### src/rtl/ar_channel_arbiter.sv
// Round-robin AR channel arbiter: grants one requester at a time and writes its
// payload, ID-tagged with the grant index, into the AR buffer under an in-flight cap.
module ar_channel_arbiter #(
  parameter int NUM_MASTERS     = 4,
  parameter int ADDR_WIDTH      = 32,
  parameter int BURST_TYPE      = 2,
  parameter int BURST_LEN       = 8,
  parameter int BEAT_SIZE       = 3,
  parameter int ID              = 5,
  parameter int MAX_OUTSTANDING = 8,
  localparam int MIDX_W         = $clog2(NUM_MASTERS),
  localparam int CNT_W          = $clog2(MAX_OUTSTANDING + 1)
) (
  input  logic                              AR_arb_clk,
  input  logic                              AR_arb_rst,
  input  logic [NUM_MASTERS-1:0]            in_ARVALID,
  input  logic [NUM_MASTERS*ADDR_WIDTH-1:0] in_ARADDR,
  input  logic [NUM_MASTERS*BURST_TYPE-1:0] in_ARBURST,
  input  logic [NUM_MASTERS*BURST_LEN-1:0]  in_ARLEN,
  input  logic [NUM_MASTERS*BEAT_SIZE-1:0]  in_ARSIZE,
  input  logic [NUM_MASTERS*ID-1:0]         in_ARID,
  output logic [NUM_MASTERS-1:0]            out_ARREADY,
  output logic [ADDR_WIDTH-1:0]             out_fifo_ARADDR,
  output logic [BURST_TYPE-1:0]             out_fifo_ARBURST,
  output logic [BURST_LEN-1:0]              out_fifo_ARLEN,
  output logic [BEAT_SIZE-1:0]              out_fifo_ARSIZE,
  output logic [ID+MIDX_W-1:0]              out_fifo_ARID,
  output logic                              out_fifo_ARVALID,
  output logic                              AR_fifo_w_en,
  input  logic                              AR_fifo_full,
  input  logic                              rd_burst_done,
  output logic [MIDX_W-1:0]                 grant_idx,
  output logic [CNT_W-1:0]                  outstanding_cnt,
  output logic                              cnt_underflow_err
);

  // state | meaning
  // IDLE  | arbitrate among requesters, grant at most one
  // ISSUE | hold payload on the buffer write port until it is accepted
  typedef enum logic {IDLE, ISSUE} state_t;

  state_t             state;
  logic [MIDX_W-1:0]  last_grant;
  logic [MIDX_W-1:0]  win_idx;
  logic               win_found;
  logic               eligible;
  logic               issue_done;
  logic [ADDR_WIDTH-1:0] sel_addr;
  logic [BURST_TYPE-1:0] sel_burst;
  logic [BURST_LEN-1:0]  sel_len;
  logic [BEAT_SIZE-1:0]  sel_size;
  logic [ID-1:0]         sel_id;

  // Rotating priority: scan from last_grant+1 upward with wrap.
  always_comb begin
    int               cand;
    logic [MIDX_W-1:0] cand_idx;
    win_found = 1'b0;
    win_idx   = '0;
    cand      = 0;
    cand_idx  = '0;
    for (int i = 1; i <= NUM_MASTERS; i++) begin
      cand     = (int'(last_grant) + i) % NUM_MASTERS;
      cand_idx = MIDX_W'(cand);
      if (!win_found && in_ARVALID[cand_idx]) begin
        win_found = 1'b1;
        win_idx   = cand_idx;
      end
    end
  end

  always_comb begin
    sel_addr  = '0;
    sel_burst = '0;
    sel_len   = '0;
    sel_size  = '0;
    sel_id    = '0;
    for (int m = 0; m < NUM_MASTERS; m++) begin
      if (win_idx == MIDX_W'(m)) begin
        sel_addr  = in_ARADDR[m*ADDR_WIDTH +: ADDR_WIDTH];
        sel_burst = in_ARBURST[m*BURST_TYPE +: BURST_TYPE];
        sel_len   = in_ARLEN[m*BURST_LEN +: BURST_LEN];
        sel_size  = in_ARSIZE[m*BEAT_SIZE +: BEAT_SIZE];
        sel_id    = in_ARID[m*ID +: ID];
      end
    end
  end

  // Cap uses the registered count, so a same-cycle decrement cannot open a grant.
  assign eligible   = !AR_arb_rst && (state == IDLE) && win_found &&
                      (outstanding_cnt < CNT_W'(MAX_OUTSTANDING));
  assign issue_done = (state == ISSUE) && !AR_fifo_full;

  always_comb begin
    out_ARREADY = '0;
    if (eligible) out_ARREADY[win_idx] = 1'b1;
  end

  always_ff @(posedge AR_arb_clk) begin
    if (AR_arb_rst) begin
      state             <= IDLE;
      last_grant        <= MIDX_W'(NUM_MASTERS - 1);
      grant_idx         <= '0;
      out_fifo_ARADDR   <= '0;
      out_fifo_ARBURST  <= '0;
      out_fifo_ARLEN    <= '0;
      out_fifo_ARSIZE   <= '0;
      out_fifo_ARID     <= '0;
      out_fifo_ARVALID  <= 1'b0;
      AR_fifo_w_en      <= 1'b0;
      outstanding_cnt   <= '0;
      cnt_underflow_err <= 1'b0;
    end else begin
      case (state)
        IDLE: begin
          if (eligible) begin
            state            <= ISSUE;
            last_grant       <= win_idx;
            grant_idx        <= win_idx;
            out_fifo_ARADDR  <= sel_addr;
            out_fifo_ARBURST <= sel_burst;
            out_fifo_ARLEN   <= sel_len;
            out_fifo_ARSIZE  <= sel_size;
            out_fifo_ARID    <= {win_idx, sel_id};
            out_fifo_ARVALID <= 1'b1;
            AR_fifo_w_en     <= 1'b1;
          end
        end
        ISSUE: begin
          if (!AR_fifo_full) begin
            state            <= IDLE;
            out_fifo_ARVALID <= 1'b0;
            AR_fifo_w_en     <= 1'b0;
          end
        end
        default: state <= IDLE;
      endcase

      if (issue_done && !rd_burst_done) begin
        outstanding_cnt <= outstanding_cnt + CNT_W'(1);
      end else if (rd_burst_done && !issue_done) begin
        if (outstanding_cnt == '0) cnt_underflow_err <= 1'b1;
        else                       outstanding_cnt   <= outstanding_cnt - CNT_W'(1);
      end
    end
  end

endmodule

### config.mk
export PLATFORM = sky130hd
export DESIGN_NAME = ar_channel_arbiter
export DESIGN_NICKNAME = d
export VERILOG_FILES = /design/src/rtl/ar_channel_arbiter.sv
export SDC_FILE = /design/constraint.sdc
export NUM_CORES = 1
export LEC_CHECK = 0
export BUFFER_PORTS_ARGS = -buffer_cell sky130_fd_sc_hd__buf_2
export CAP_MARGIN = 25
export CORE_UTILIZATION = 35
export DETAILED_ROUTE_END_ITERATION = 8
export GPL_ROUTABILITY_DRIVEN = 1
export PLACE_DENSITY = 0.77
export SLEW_MARGIN = 10
export SYNTH_ARGS = -nofsm -noshare
export SYNTH_HDL_FRONTEND = slang
export SYNTH_SLANG_ARGS = --single-unit
export TNS_END_PERCENT = 5
### constraint.sdc
create_clock -name AR_arb_clk -period 2.91 [get_ports AR_arb_clk]
set_clock_uncertainty 0.2 [all_clocks]
set_input_delay 0.582 -clock AR_arb_clk [delete_from_list [all_inputs] [get_ports AR_arb_clk]]
set_output_delay 0.582 -clock AR_arb_clk [all_outputs]
set_load 0.05 [all_outputs]
==> results.ini, run 1 <==
[floorplanning]
floorplan.die_area_um2 = 11380
initial_utilization_pct = 36.64
chipHeight_um = 106.7
std_cell_rows = 37
die_w_um = 106.7
standard_cell_core_area_um2 = 10460
num_io_pins = 273

[critical_path]
critical_path.most_common_cell = sky130_fd_sc_hd__buf_2
reg2reg_depth = 6
crit_path_end = out_ARREADY[0]
regToRegSetupSlack_ns = 0.52
cpPeakStageDelay_ns = 0.53
data_arrival_time_of_the_critical_path_ns = 1.98
worst_r2r_endpoint = out_fifo_ARADDR[25]$_SDFFE_PP0P_
critPathRequiredTime_ns = 2.13
endpoint_kind = primary output
timing.critical_path.buf_inv = 2
timing.critical_path.from_type = input pin
crit_slowest_cell = sky130_fd_sc_hd__a2111oi_4
timing_worst_setup_path_type = in -> out
timing.rr.start = last_grant[1]$_SDFFE_PP1P_
timing.critical_path.cells = buf_2 > nor2_2 > a2111oi_4 > o31ai_4 > nor2_1 > buf_2
crit_path_max_fanout = 4
crit_family = compound AO/OA/AOI/OAI gates
timing.critical_path.depth = 6
crit_start = in_ARVALID[0]

[run_status]
status = complete, no violations

[clock_network]
clkSinkCount = 61
postCtsResizedCells = 0
cts_max_level = 3
cts_tree = built
post_cts.repair.setup_buffers = 0
cts.reportedPaths.clkPinSlew_ns = 0.06
clock_root_cell = sky130_fd_sc_hd__clkbuf_8
cts_inserted_buffers = 9
clock_latency_at_the_later_pin_of_the_worst_skew_pair_ns = 0.33
clockBufferDepth = 2

[grt]
initial_antenna_violation_count = 0
use_met3_pct = 3.587
global_route.usage.met2_pct = 43.92
wire_length_of_the_first_global_routing_pass_um = 21070
first_global_vias = 4484
grt_most_used_layer = met2
grt_util_met1_pct = 26.39
grt_use_total_pct = 23.50
largest_net_degree_at_the_start_of_global_routing = 46
grt-ovfl-total = 0

[routing]
wl_per_cell_um = 16.23
detail_route.drc_violations = 0
drt-total-wl_um = 13950
drtPass1Iterations = 4
viasPerCell = 5.375
dr_total_vias = 4617
antenna_left = 0
violation_count_after_the_first_detailed_route_iteration = 355

[finish]
proportion_of_layout_cells_with_a_drive_suffix_above_1_pct = 43.71
fin_nets = 932
antenna-diode-count = 0
syn2layout_area_growth_pct = 44.39

[synth]
synth.area.mux_share_pct = 15.14
synth_compound_area_share_pct = 29.18
avgSynthCellArea_um2 = 8.334
post_synth_fa_ha_maj_area_fraction_pct = 1.828
ys_warn_count = 0
synth_sequential_area_ratio_pct = 31.85
synth_cells = 460
synth.cell_area_um2 = 3834
yosys.cell_types.count = 37
number_of_enable_flip_flop_cells_after_synthesis = 0
yosys.area_share.simple_pct = 15.73
async_reset_ff_share_pct = 0
postSynthRegisterBits = 61
synth.net_count = 673
synth_top_family_by_area = compound AO/OA/AOI/OAI gates
top_ff_cell_synth = sky130_fd_sc_hd__dfxtp_1
synthXorXnorAreaFrac_pct = 0.6854

[sta]
layout_min_cycle_time_ns = 2.762
fin_hold_ws_ns = 0.2784
max_slew.worst_pin.slew_ns = 0.5838
fmaxAchievable_mhz = 362.0
hold_viol = 0
final-max-slew-violation-count = 0
finalWorstSetupSlack_ns = 0.1476
worst_slew_margin_rel_pct = 60.99
post-route-period-util_pct = 94.93
finalSetupTns_ns = 0
finalSetupViolations = 0
rsz_0062_raised_after_global_routing = no

[power_and_ir_drop]
p_leak_nw = 2.714
pwr_density_cell_nw_per_um2 = 830.3
irDropWorstVdd_mv = 0.4823

[placed_design]
dp_slack_ns = 0.05639
dp_hpwl_um = 10150
buffer_ports.inserted = 272
gpl.final_weighted_congestion = 0.8899

[job]
cap_viol_max_count = 0

[worst_hold_path]
min-delay-path-class = reg -> reg

-- sequential cells by signal (all words and copies together) (netlist names) --
signal,cells
state,1
out_fifo_ARLEN,8
out_fifo_ARADDR,32
out_fifo_ARSIZE,3
AR_fifo_w_en,1
cnt_underflow_err,1
outstanding_cnt,4
last_grant,2
out_fifo_ARID,7
out_fifo_ARBURST,2
-- power by group --
| part | internal [W] | total, W | switching, W |
|---|---|---|---|
| logic | 0.000781 | 0.00264 | 0.00186 |
| registers | 0.00113 | 0.00131 | 0.000184 |
| clock network | 0.000326 | 0.000644 | 0.000318 |
-- timing repair --
item                       in CTS  in global routing
hold buffers                    0                  0
hold endpoints to repair        0                  0
setup endpoints to repair       0                  1
-- cell type report --
class                           count  area [um2]
Clock buffer                       13       148.9
Sequential cell                    61        1221
Clock inverter                      2       10.01
Inverter                            5       18.77
Multi-Input combinational cell    352        2450
Timing Repair Buffer              290        1516
Fill cell                        1017        4927
Tap cell                          136       170.2
-- cells by family (layout without fill, tap and decap cells) --
family / after synthesis / after routing
compound gates: 158 / 158
xor+xnor: 3 / 3
fa+ha+maj: 5 / 5
buf+inv: 47 / 310
flops: 61 / 61
mux: 58 / 58
simple gates: 128 / 128
-- per-layer routing --
metal	wire length, um	up-vias
met1	5459	2140
met2	7125	246
met4	265	0
met5	0	-
met3	1095	25
li1	-	2206
-- worst min-delay path by stage --
stage,start,endpoint,depth (start not counted)
CTS,out_fifo_ARADDR[11]$_SDFFE_PP0P_,out_fifo_ARADDR[11]$_SDFFE_PP0P_,2
global route,out_fifo_ARLEN[5]$_SDFFE_PP0P_,out_fifo_ARLEN[5]$_SDFFE_PP0P_,2
detailed placement,out_fifo_ARADDR[11]$_SDFFE_PP0P_,out_fifo_ARADDR[11]$_SDFFE_PP0P_,2
global placement,cnt_underflow_err$_SDFFE_PP0P_,cnt_underflow_err$_SDFFE_PP0P_,2
floorplan,state$_SDFF_PP0_,state$_SDFF_PP0_,2
finish,out_fifo_ARADDR[8]$_SDFFE_PP0P_,out_fifo_ARADDR[8]$_SDFFE_PP0P_,2
-- Yosys cell counts, types with 2 or more instances --
| library cell | n | area, um2 |
|---|---|---|
| sky130_fd_sc_hd__dfxtp_1 | 61 | 1221 |
| sky130_fd_sc_hd__mux2i_1 | 58 | 580.6 |
| sky130_fd_sc_hd__nand2_1 | 51 | 191.4 |
| sky130_fd_sc_hd__o21ai_0 | 45 | 225.2 |
| sky130_fd_sc_hd__a21o_1 | 44 | 330.3 |
| sky130_fd_sc_hd__nand3_1 | 44 | 220.2 |
| sky130_fd_sc_hd__o211ai_1 | 43 | 322.8 |
| sky130_fd_sc_hd__clkbuf_1 | 23 | 86.33 |
| sky130_fd_sc_hd__nor2_1 | 15 | 56.30 |
| sky130_fd_sc_hd__buf_2 | 12 | 60.06 |
| sky130_fd_sc_hd__nand3b_1 | 8 | 60.06 |
| sky130_fd_sc_hd__o221ai_1 | 7 | 61.31 |
| sky130_fd_sc_hd__a21oi_1 | 6 | 30.03 |
| sky130_fd_sc_hd__buf_4 | 6 | 45.04 |
| sky130_fd_sc_hd__inv_1 | 5 | 18.77 |
| sky130_fd_sc_hd__ha_1 | 4 | 50.05 |
| sky130_fd_sc_hd__a211oi_1 | 3 | 22.52 |
| sky130_fd_sc_hd__nand2b_1 | 3 | 18.77 |
| sky130_fd_sc_hd__xnor2_1 | 3 | 26.28 |
| sky130_fd_sc_hd__nor2_2 | 2 | 12.51 |
-- through the flow --
stage	util [%]	std cells	area [um2]	power [W]
after CTS	52.64	858	5508	0.004609
final	52.91	859	5535	0.004596
after floorplan	-	460	3834	0.003241
after detailed placement	51.12	843	5349	0.003951
after global placement	51.12	843	5349	0.003890
after global routing	52.91	859	5535	0.004837
-- layout by cell type (no fill, tap or decap), drive strengths merged --
cell type	synthesis	final
a2111o	1	1
a2111oi	1	1
a211oi	3	3
a21boi	1	1
a21o	44	44
a21oi	6	6
a2bb2oi	1	1
a31o	1	1
and2b	1	1
buf	19	290
clkbuf	23	13
clkinv	0	2
dfxtp	61	61
fa	1	1
ha	4	4
inv	5	5
mux2i	58	58
nand2	52	52
nand2b	3	3
nand3	44	44
nand3b	8	8
nor2	17	17
nor2b	1	1
nor3	1	1
o211ai	43	43
o21ai	46	46
o21ba	1	1
o21bai	1	1
o221ai	7	7
o2bb2ai	1	1
o31ai	1	1
or4	1	1
xnor2	3	3
-- tightest hold or removal path: cells and delay by family, from the launching register on --
family	cells	cell delay (ns)
flops	1	0.32
simple gates	1	0.05
compound gates	1	0.07
Note: power is estimated with default switching activity, not from simulation.
==> inputs of run 2 (changes only) <==
--- a/config.mk
+++ b/config.mk
@@ -10,6 +10,7 @@
 export CORE_UTILIZATION = 35
 export DETAILED_ROUTE_END_ITERATION = 8
 export GPL_ROUTABILITY_DRIVEN = 1
+export MAX_ROUTING_LAYER = met4
 export PLACE_DENSITY = 0.77
 export SLEW_MARGIN = 10
 export SYNTH_ARGS = -nofsm -noshare
==> run 2 against run 1 <==
First-iteration DRC count increased by 2.3%. Combinational power about the same. Sequential share of layout area unchanged. Core utilization unchanged. Die area unchanged. Largest cell class unchanged.
==> results.ini, run 2 (synthesis results as in run 1) <==
[floorplanning]
standard_cell_core_area_um2 = 10460  ; unchanged
std_cell_rows = 37  ; unchanged
die_w_um = 106.7  ; unchanged
floorplan.die_area_um2 = 11380  ; unchanged
chipHeight_um = 106.7  ; unchanged
initial_utilization_pct = 36.64  ; unchanged
num_io_pins = 273  ; unchanged

[grt]
use_met3_pct = 3.283  ; was 3.587%
grt_most_used_layer = met2  ; unchanged
first_global_vias = 4485  ; was 4,484
initial_antenna_violation_count = 0  ; unchanged
wire_length_of_the_first_global_routing_pass_um = 21070  ; unchanged
grt_use_total_pct = 24.15  ; was 23.50%
global_route.usage.met2_pct = 43.96  ; was 43.92%
largest_net_degree_at_the_start_of_global_routing = 46  ; unchanged
grt_util_met1_pct = 26.50  ; was 26.39%
grt-ovfl-total = 0  ; unchanged

[clock_network]
cts_inserted_buffers = 9  ; unchanged
clock_root_cell = sky130_fd_sc_hd__clkbuf_8  ; unchanged
clockBufferDepth = 2  ; unchanged
cts.reportedPaths.clkPinSlew_ns = 0.06  ; about the same
postCtsResizedCells = 0  ; unchanged
clkSinkCount = 61  ; unchanged
cts_tree = built  ; unchanged
clock_latency_at_the_later_pin_of_the_worst_skew_pair_ns = 0.33  ; about the same
cts_max_level = 3  ; unchanged

[routing]
drt-total-wl_um = 13940  ; was 13,950 um
detail_route.drc_violations = 0  ; unchanged
antenna_left = 0  ; unchanged
dr_total_vias = 4637  ; was 4,617
wl_per_cell_um = 16.23  ; about the same
violation_count_after_the_first_detailed_route_iteration = 363  ; was 355
viasPerCell = 5.398  ; was 5.375
drtPass1Iterations = 4  ; unchanged

[power_and_ir_drop]
p_leak_nw = 2.714  ; unchanged
pwr_density_cell_nw_per_um2 = 831.3  ; was 830.3 nW/um2
seq_power_share_pct = 28.6  ; about the same
irDropWorstVdd_mv = 0.4814  ; was 0.4823 mV
power.clock.fraction_pct = 14.1  ; was 14.0%
cell_internal_pwr_w = 0.002238  ; about the same
switch_share_pct = 51.35  ; was 51.29%
p_sw_w = 0.002363  ; was 0.002357 W
combinationalPowerShare_pct = 57.3  ; was 57.4%

[sta]
layout_min_cycle_time_ns = 2.769  ; was 2.762 ns
post-route-period-util_pct = 95.15  ; was 94.93%
worst_slew_margin_rel_pct = 60.78  ; was 60.99%
fmaxAchievable_mhz = 361.2  ; was 362.0 MHz
rsz_0062_raised_after_global_routing = no  ; unchanged
fin_hold_ws_ns = 0.2778  ; was 0.2784 ns
final-max-slew-violation-count = 0  ; unchanged
finalSetupViolations = 0  ; unchanged
max_slew.worst_pin.slew_ns = 0.5869  ; was 0.5838 ns
finalWorstSetupSlack_ns = 0.1413  ; was 0.1476 ns
hold_viol = 0  ; unchanged

[critical_path]
critPathRequiredTime_ns = 2.13  ; about the same
timing_worst_setup_path_type = in -> out  ; unchanged
worst_r2r_endpoint = last_grant[0]$_SDFFE_PP1P_  ; was out_fifo_ARADDR[25]$_SDFFE_PP0P_
reg2reg_depth = 7  ; was 6
timing.rr.start = last_grant[1]$_SDFFE_PP1P_  ; unchanged
data_arrival_time_of_the_critical_path_ns = 1.99  ; was 1.98 ns
crit_path_end = out_ARREADY[0]  ; unchanged
crit_path_max_fanout = 4  ; unchanged
timing.critical_path.from_type = input pin  ; unchanged
regToRegSetupSlack_ns = 0.52  ; about the same
endpoint_kind = primary output  ; unchanged
crit_start = in_ARVALID[0]  ; unchanged

[worst_hold_path]
min-delay-path-class = reg -> reg  ; unchanged

[finish]
largest_register = out_fifo_ARADDR  ; unchanged
most-common-layout-cells = sky130_fd_sc_hd__buf_2, sky130_fd_sc_hd__dfxtp_1, sky130_fd_sc_hd__mux2i_1, sky130_fd_sc_hd__nand2_1, sky130_fd_sc_hd__o21ai_0  ; unchanged
antenna-diode-count = 0  ; unchanged
syn2layout_area_growth_pct = 44.39  ; unchanged
registers_with_the_highest_flip_flop_counts = out_fifo_ARADDR x32, out_fifo_ARLEN x8, out_fifo_ARID x7  ; unchanged
n_fill_cell = 1017  ; unchanged
proportion_of_layout_cells_with_a_drive_suffix_above_1_pct = 43.71  ; unchanged
layout_commonest_cell = sky130_fd_sc_hd__buf_2  ; unchanged
largest_register_ffs = 32  ; unchanged
fin_nets = 932  ; unchanged
post-route-util_pct = 52.91  ; unchanged

[placed_design]
dp_hpwl_um = 10150  ; unchanged
dp_slack_ns = 0.05639  ; unchanged
gpl.final_weighted_congestion = 0.9049  ; was 0.8899
buffer_ports.inserted = 272  ; unchanged

[job]
cap_viol_max_count = 0  ; unchanged

[run_status]
status = complete, no violations  ; unchanged

run 2: final cells by class:
cell class              count  area (um2)  share of cell area [%]
clock inverters             2       10.01                  0.1808
repair buffers            290        1516                   27.40
flip-flops and latches     61        1221                   22.06
well taps                 136       170.2                   3.074
multi-input cells         352        2450                   44.26
inverters                   5       18.77                  0.3391
clock buffers              13       148.9                   2.690
run 2: what timing repair did:
| action | CTS | global route |
|---|---|---|
| setup buffers | 0 | 0 |
| endpoints found under the setup margin | 0 | 1 |
| hold buffers | 0 | 0 |
run 2: metrics by stage:
step                      power, W  setup TNS, ns  cell area (um2)  cells
after floorplan           0.003241        -0.3346             3834    460
after global placement    0.003890              0             5349    843
after detailed placement  0.003951              0             5349    843
after CTS                 0.004609              0             5508    858
after global routing      0.004836              0             5535    859
final                     0.004602              0             5535    859
run 2: power groups by stage:
stage               clock [W]  combinational, W  sequential (W)
global route         0.000712           0.00277         0.00135
finish               0.000649           0.00264         0.00132
global placement            0           0.00257         0.00132
detailed placement          0           0.00262         0.00133
floorplan                   0          0.000948         0.00229
CTS                  0.000665           0.00263         0.00131
run 2: critical path, cell delays in order:
cell and delay (ns):
sky130_fd_sc_hd__buf_2 0.12, sky130_fd_sc_hd__nor2_2 0.07, sky130_fd_sc_hd__a2111oi_4 0.53, sky130_fd_sc_hd__o31ai_4 0.17, sky130_fd_sc_hd__nor2_1 0.20, sky130_fd_sc_hd__buf_2 0.30
run 2: worst min path at each step:
stage	slack, ns	from	endpoint	depth (start not counted)
after floorplan	0.29	state$_SDFF_PP0_	state$_SDFF_PP0_	2
after global placement	0.25	cnt_underflow_err$_SDFFE_PP0P_	cnt_underflow_err$_SDFFE_PP0P_	2
after detailed placement	0.27	out_fifo_ARADDR[11]$_SDFFE_PP0P_	out_fifo_ARADDR[11]$_SDFFE_PP0P_	2
after CTS	0.29	out_fifo_ARADDR[11]$_SDFFE_PP0P_	out_fifo_ARADDR[11]$_SDFFE_PP0P_	2
after global routing	0.31	out_fifo_ARLEN[5]$_SDFFE_PP0P_	out_fifo_ARLEN[5]$_SDFFE_PP0P_	2
final	0.28	out_fifo_ARADDR[11]$_SDFFE_PP0P_	out_fifo_ARADDR[11]$_SDFFE_PP0P_	2
run 2: layer usage:
metal / vias up / part of all wire (%)
met4: 0 / 2.0
met3: 28 / 6.8
li1: 2209 / -
met1: 2160 / 40
met2: 240 / 51
met5: - / 0
==> inputs of run 3 (changes only) <==
==> constraint.sdc (replaced) <==
create_clock -name AR_arb_clk -period 2.91 [get_ports AR_arb_clk]
set_clock_uncertainty 0.2 [all_clocks]
set_input_delay 0.1455 -clock AR_arb_clk [delete_from_list [all_inputs] [get_ports AR_arb_clk]]
set_output_delay 0.1455 -clock AR_arb_clk [all_outputs]
set_load 0.05 [all_outputs]
==> run 3 against run 2 <==
Global-route usage grew 11 points. Count of clock-buffer cells in the layout shrank 1. Flip-flop and latch count is the same. Worst setup slack gained 0.041 ns. Die area is the same. Maximum frequency grew 1.5%. Sequential power is essentially flat. Design area grew 28%.
==> results.ini, run 3 (synthesis results as in run 1) <==
[run_status]
status = complete, no violations  ; unchanged

[routing]
detail_route.drc_violations = 0  ; unchanged
viasPerCell = 5.698  ; was 5.398
antenna_left = 0  ; unchanged
drt-total-wl_um = 19820  ; was 13,940 um
dr_total_vias = 5726  ; was 4,637
drtPass1Iterations = 5  ; was 4
wl_per_cell_um = 19.72  ; was 16.23 um
violation_count_after_the_first_detailed_route_iteration = 626  ; was 363

[finish]
registers_with_the_highest_flip_flop_counts = out_fifo_ARADDR x32, out_fifo_ARLEN x8, out_fifo_ARID x7  ; unchanged
n_fill_cell = 780  ; was 1,017
proportion_of_layout_cells_with_a_drive_suffix_above_1_pct = 35.94  ; was 43.71%
largest_register_ffs = 32  ; unchanged
syn2layout_area_growth_pct = 84.66  ; was 44.39%
layout_commonest_cell = sky130_fd_sc_hd__buf_2  ; unchanged
largest_register = out_fifo_ARADDR  ; unchanged
seqCellArea_um2 = 1222  ; was 1221 um2
most-common-layout-cells = sky130_fd_sc_hd__buf_2, sky130_fd_sc_hd__dlygate4sd3_1, sky130_fd_sc_hd__dfxtp_1, sky130_fd_sc_hd__mux2i_1, sky130_fd_sc_hd__nand2_1  ; was sky130_fd_sc_hd__buf_2, sky130_fd_sc_hd__dfxtp_1, sky130_fd_sc_hd__mux2i_1, sky130_fd_sc_hd__nand2_1, sky130_fd_sc_hd__o21ai_0
multi_input_area_um2 = 2482  ; was 2450 um2
fin_nets = 1078  ; was 932

[floorplanning]
standard_cell_core_area_um2 = 10460  ; unchanged
num_io_pins = 273  ; unchanged
initial_utilization_pct = 36.64  ; unchanged
floorplan.die_area_um2 = 11380  ; unchanged
die_w_um = 106.7  ; unchanged
chipHeight_um = 106.7  ; unchanged
std_cell_rows = 37  ; unchanged

[sta]
fmaxAchievable_mhz = 366.6  ; was 361.2 MHz
final-max-slew-violation-count = 0  ; unchanged
rsz_0062_raised_after_global_routing = no  ; unchanged
hold_viol = 0  ; unchanged
max_slew.worst_pin.slew_ns = 1.070  ; was 0.5869 ns
finalSetupViolations = 0  ; unchanged
fin_hold_ws_ns = 0.01399  ; was 0.2778 ns
layout_min_cycle_time_ns = 2.728  ; was 2.769 ns
worst_slew_margin_rel_pct = 28.21  ; was 60.78%
post-route-period-util_pct = 93.74  ; was 95.15%
finalSetupTns_ns = 0  ; unchanged

[critical_path]
timing.rr.start = last_grant[1]$_SDFFE_PP1P_  ; unchanged
timing_worst_setup_path_type = reg -> out  ; was in -> out
data_arrival_time_of_the_critical_path_ns = 2.38  ; was 1.99 ns
timing.critical_path.buf_inv = 2  ; unchanged
endpoint_kind = primary output  ; unchanged
crit_start = state$_SDFF_PP0_  ; was in_ARVALID[0]
crit_slowest_cell = sky130_fd_sc_hd__a2111oi_4  ; unchanged
timing.critical_path.cells = a2111oi_4 > o31ai_4 > buf_4 > nor2_1 > buf_2  ; was buf_2 > nor2_2 > a2111oi_4 > o31ai_4 > nor2_1 > buf_2
cpPeakStageDelay_ns = 0.78  ; was 0.53 ns
timing.critical_path.from_type = flop  ; was input pin
critPathRequiredTime_ns = 2.56  ; was 2.13 ns
crit_path_max_fanout = 24  ; was 4
crit_family = compound AO/OA/AOI/OAI gates  ; unchanged

[job]
cap_viol_max_count = 0  ; unchanged

[grt]
grt-ovfl-total = 0  ; unchanged
initial_antenna_violation_count = 0  ; unchanged
first_global_vias = 5816  ; was 4,485
largest_net_degree_at_the_start_of_global_routing = 45  ; was 46
grt_use_total_pct = 35.42  ; was 24.15%
wire_length_of_the_first_global_routing_pass_um = 30210  ; was 21,070 um

[clock_network]
cts_inserted_buffers = 9  ; unchanged
cts_max_level = 3  ; unchanged
cts.reportedPaths.clkPinSlew_ns = 0.07  ; was 0.06 ns
clockBufferDepth = 2  ; unchanged
clkSinkCount = 61  ; unchanged
cts_tree = built  ; unchanged
clock_latency_at_the_later_pin_of_the_worst_skew_pair_ns = 0.33  ; about the same
clock_root_cell = sky130_fd_sc_hd__clkbuf_8  ; unchanged

[power_and_ir_drop]
irDropWorstVdd_mv = 0.3754  ; was 0.4814 mV
pwr_density_cell_nw_per_um2 = 697.1  ; was 831.3 nW/um2
p_leak_nw = 3.337  ; was 2.714 nW

[placed_design]
dp_hpwl_um = 10450  ; was 10,150 um
buffer_ports.inserted = 272  ; unchanged
gpl.final_weighted_congestion = 0.8720  ; was 0.9049

[worst_hold_path]
min_delay_startpoint = in_ARLEN[0]  ; was out_fifo_ARADDR[11]$_SDFFE_PP0P_
min-delay-path-class = in -> reg  ; was reg -> reg

[run 3: stage by stage]
step | instances | worst slack [ns] | utilization, % | instance area, um2 | total power (W)
3_3_place_gp | 835 | 0.1149 | 51.03 | 5339 | 0.003900
5_1_grt | 1004 | 0.04143 | 67.64 | 7077 | 0.005150
6_report | 1005 | 0.1821 | 67.66 | 7079 | 0.004935
2_1_floorplan | 460 | 0.4241 | - | 3834 | 0.003241
4_1_cts | 1004 | 0.03241 | 67.58 | 7071 | 0.004850
3_5_place_dp | 835 | -0.05362 | 51.03 | 5339 | 0.003964
[run 3: layer usage]
layer	track usage [%]	wire (um)	part of all wire, %	vias to the layer above
met1	36.98	6958	35	2601
met2	58.06	9648	49	511
met3	12.04	2192	11	113
met4	20.94	1022	5.2	0
met5	-	0	0	-
li1	-	-	-	2501
[run 3: where the power goes]
group / switching (W) / leakage [nW] / internal, W / total [W]
clock network: 0.000321 / 0.0881 / 0.000344 / 0.000665
registers: 0.000211 / 0.506 / 0.00113 / 0.00134
logic: 0.00198 / 2.74 / 0.000948 / 0.00293
[run 3: cell type report]
cell class / count / area share (%)
repair buffers: 435 / 42.63
multi-input cells: 353 / 35.07
flip-flops and latches: 61 / 17.27
well taps: 136 / 2.404
clock buffers: 12 / 2.192
inverters: 5 / 0.2651
clock inverters: 2 / 0.1414
diodes: 1 / 0.03535
[run 3: worst paths after layout]
kind	to	slack [ns]	cells after the start
max	out_ARREADY[0]	0.18	5
min	out_fifo_ARLEN[0]$_SDFFE_PP0P_	0.01	4
max reg2reg	out_fifo_ARSIZE[2]$_SDFFE_PP0P_	0.18	6
min reg2reg	out_fifo_ARADDR[3]$_SDFFE_PP0P_	0.28	2
[run 3: repair_timing]
| item | 4_1_cts | 5_1_grt |
|---|---|---|
| cloned | 1 | 0 |
| setup buffers | 1 | 0 |
| hold buffers | 153 | 0 |
| hold endpoints to repair | 52 | 0 |
| setup endpoints to repair | 9 | 10 |
| pin swaps | 2 | 1 |
| gates resized for setup | 2 | 2 |
[run 3: worst min-delay path, delay by kind of cell]
family | cells | cell delay [ns]
AOI/OAI and AO/OA | 2 | 0.17
buffers and inverters | 1 | 0.10
and+or+nand+nor | 1 | 0.06
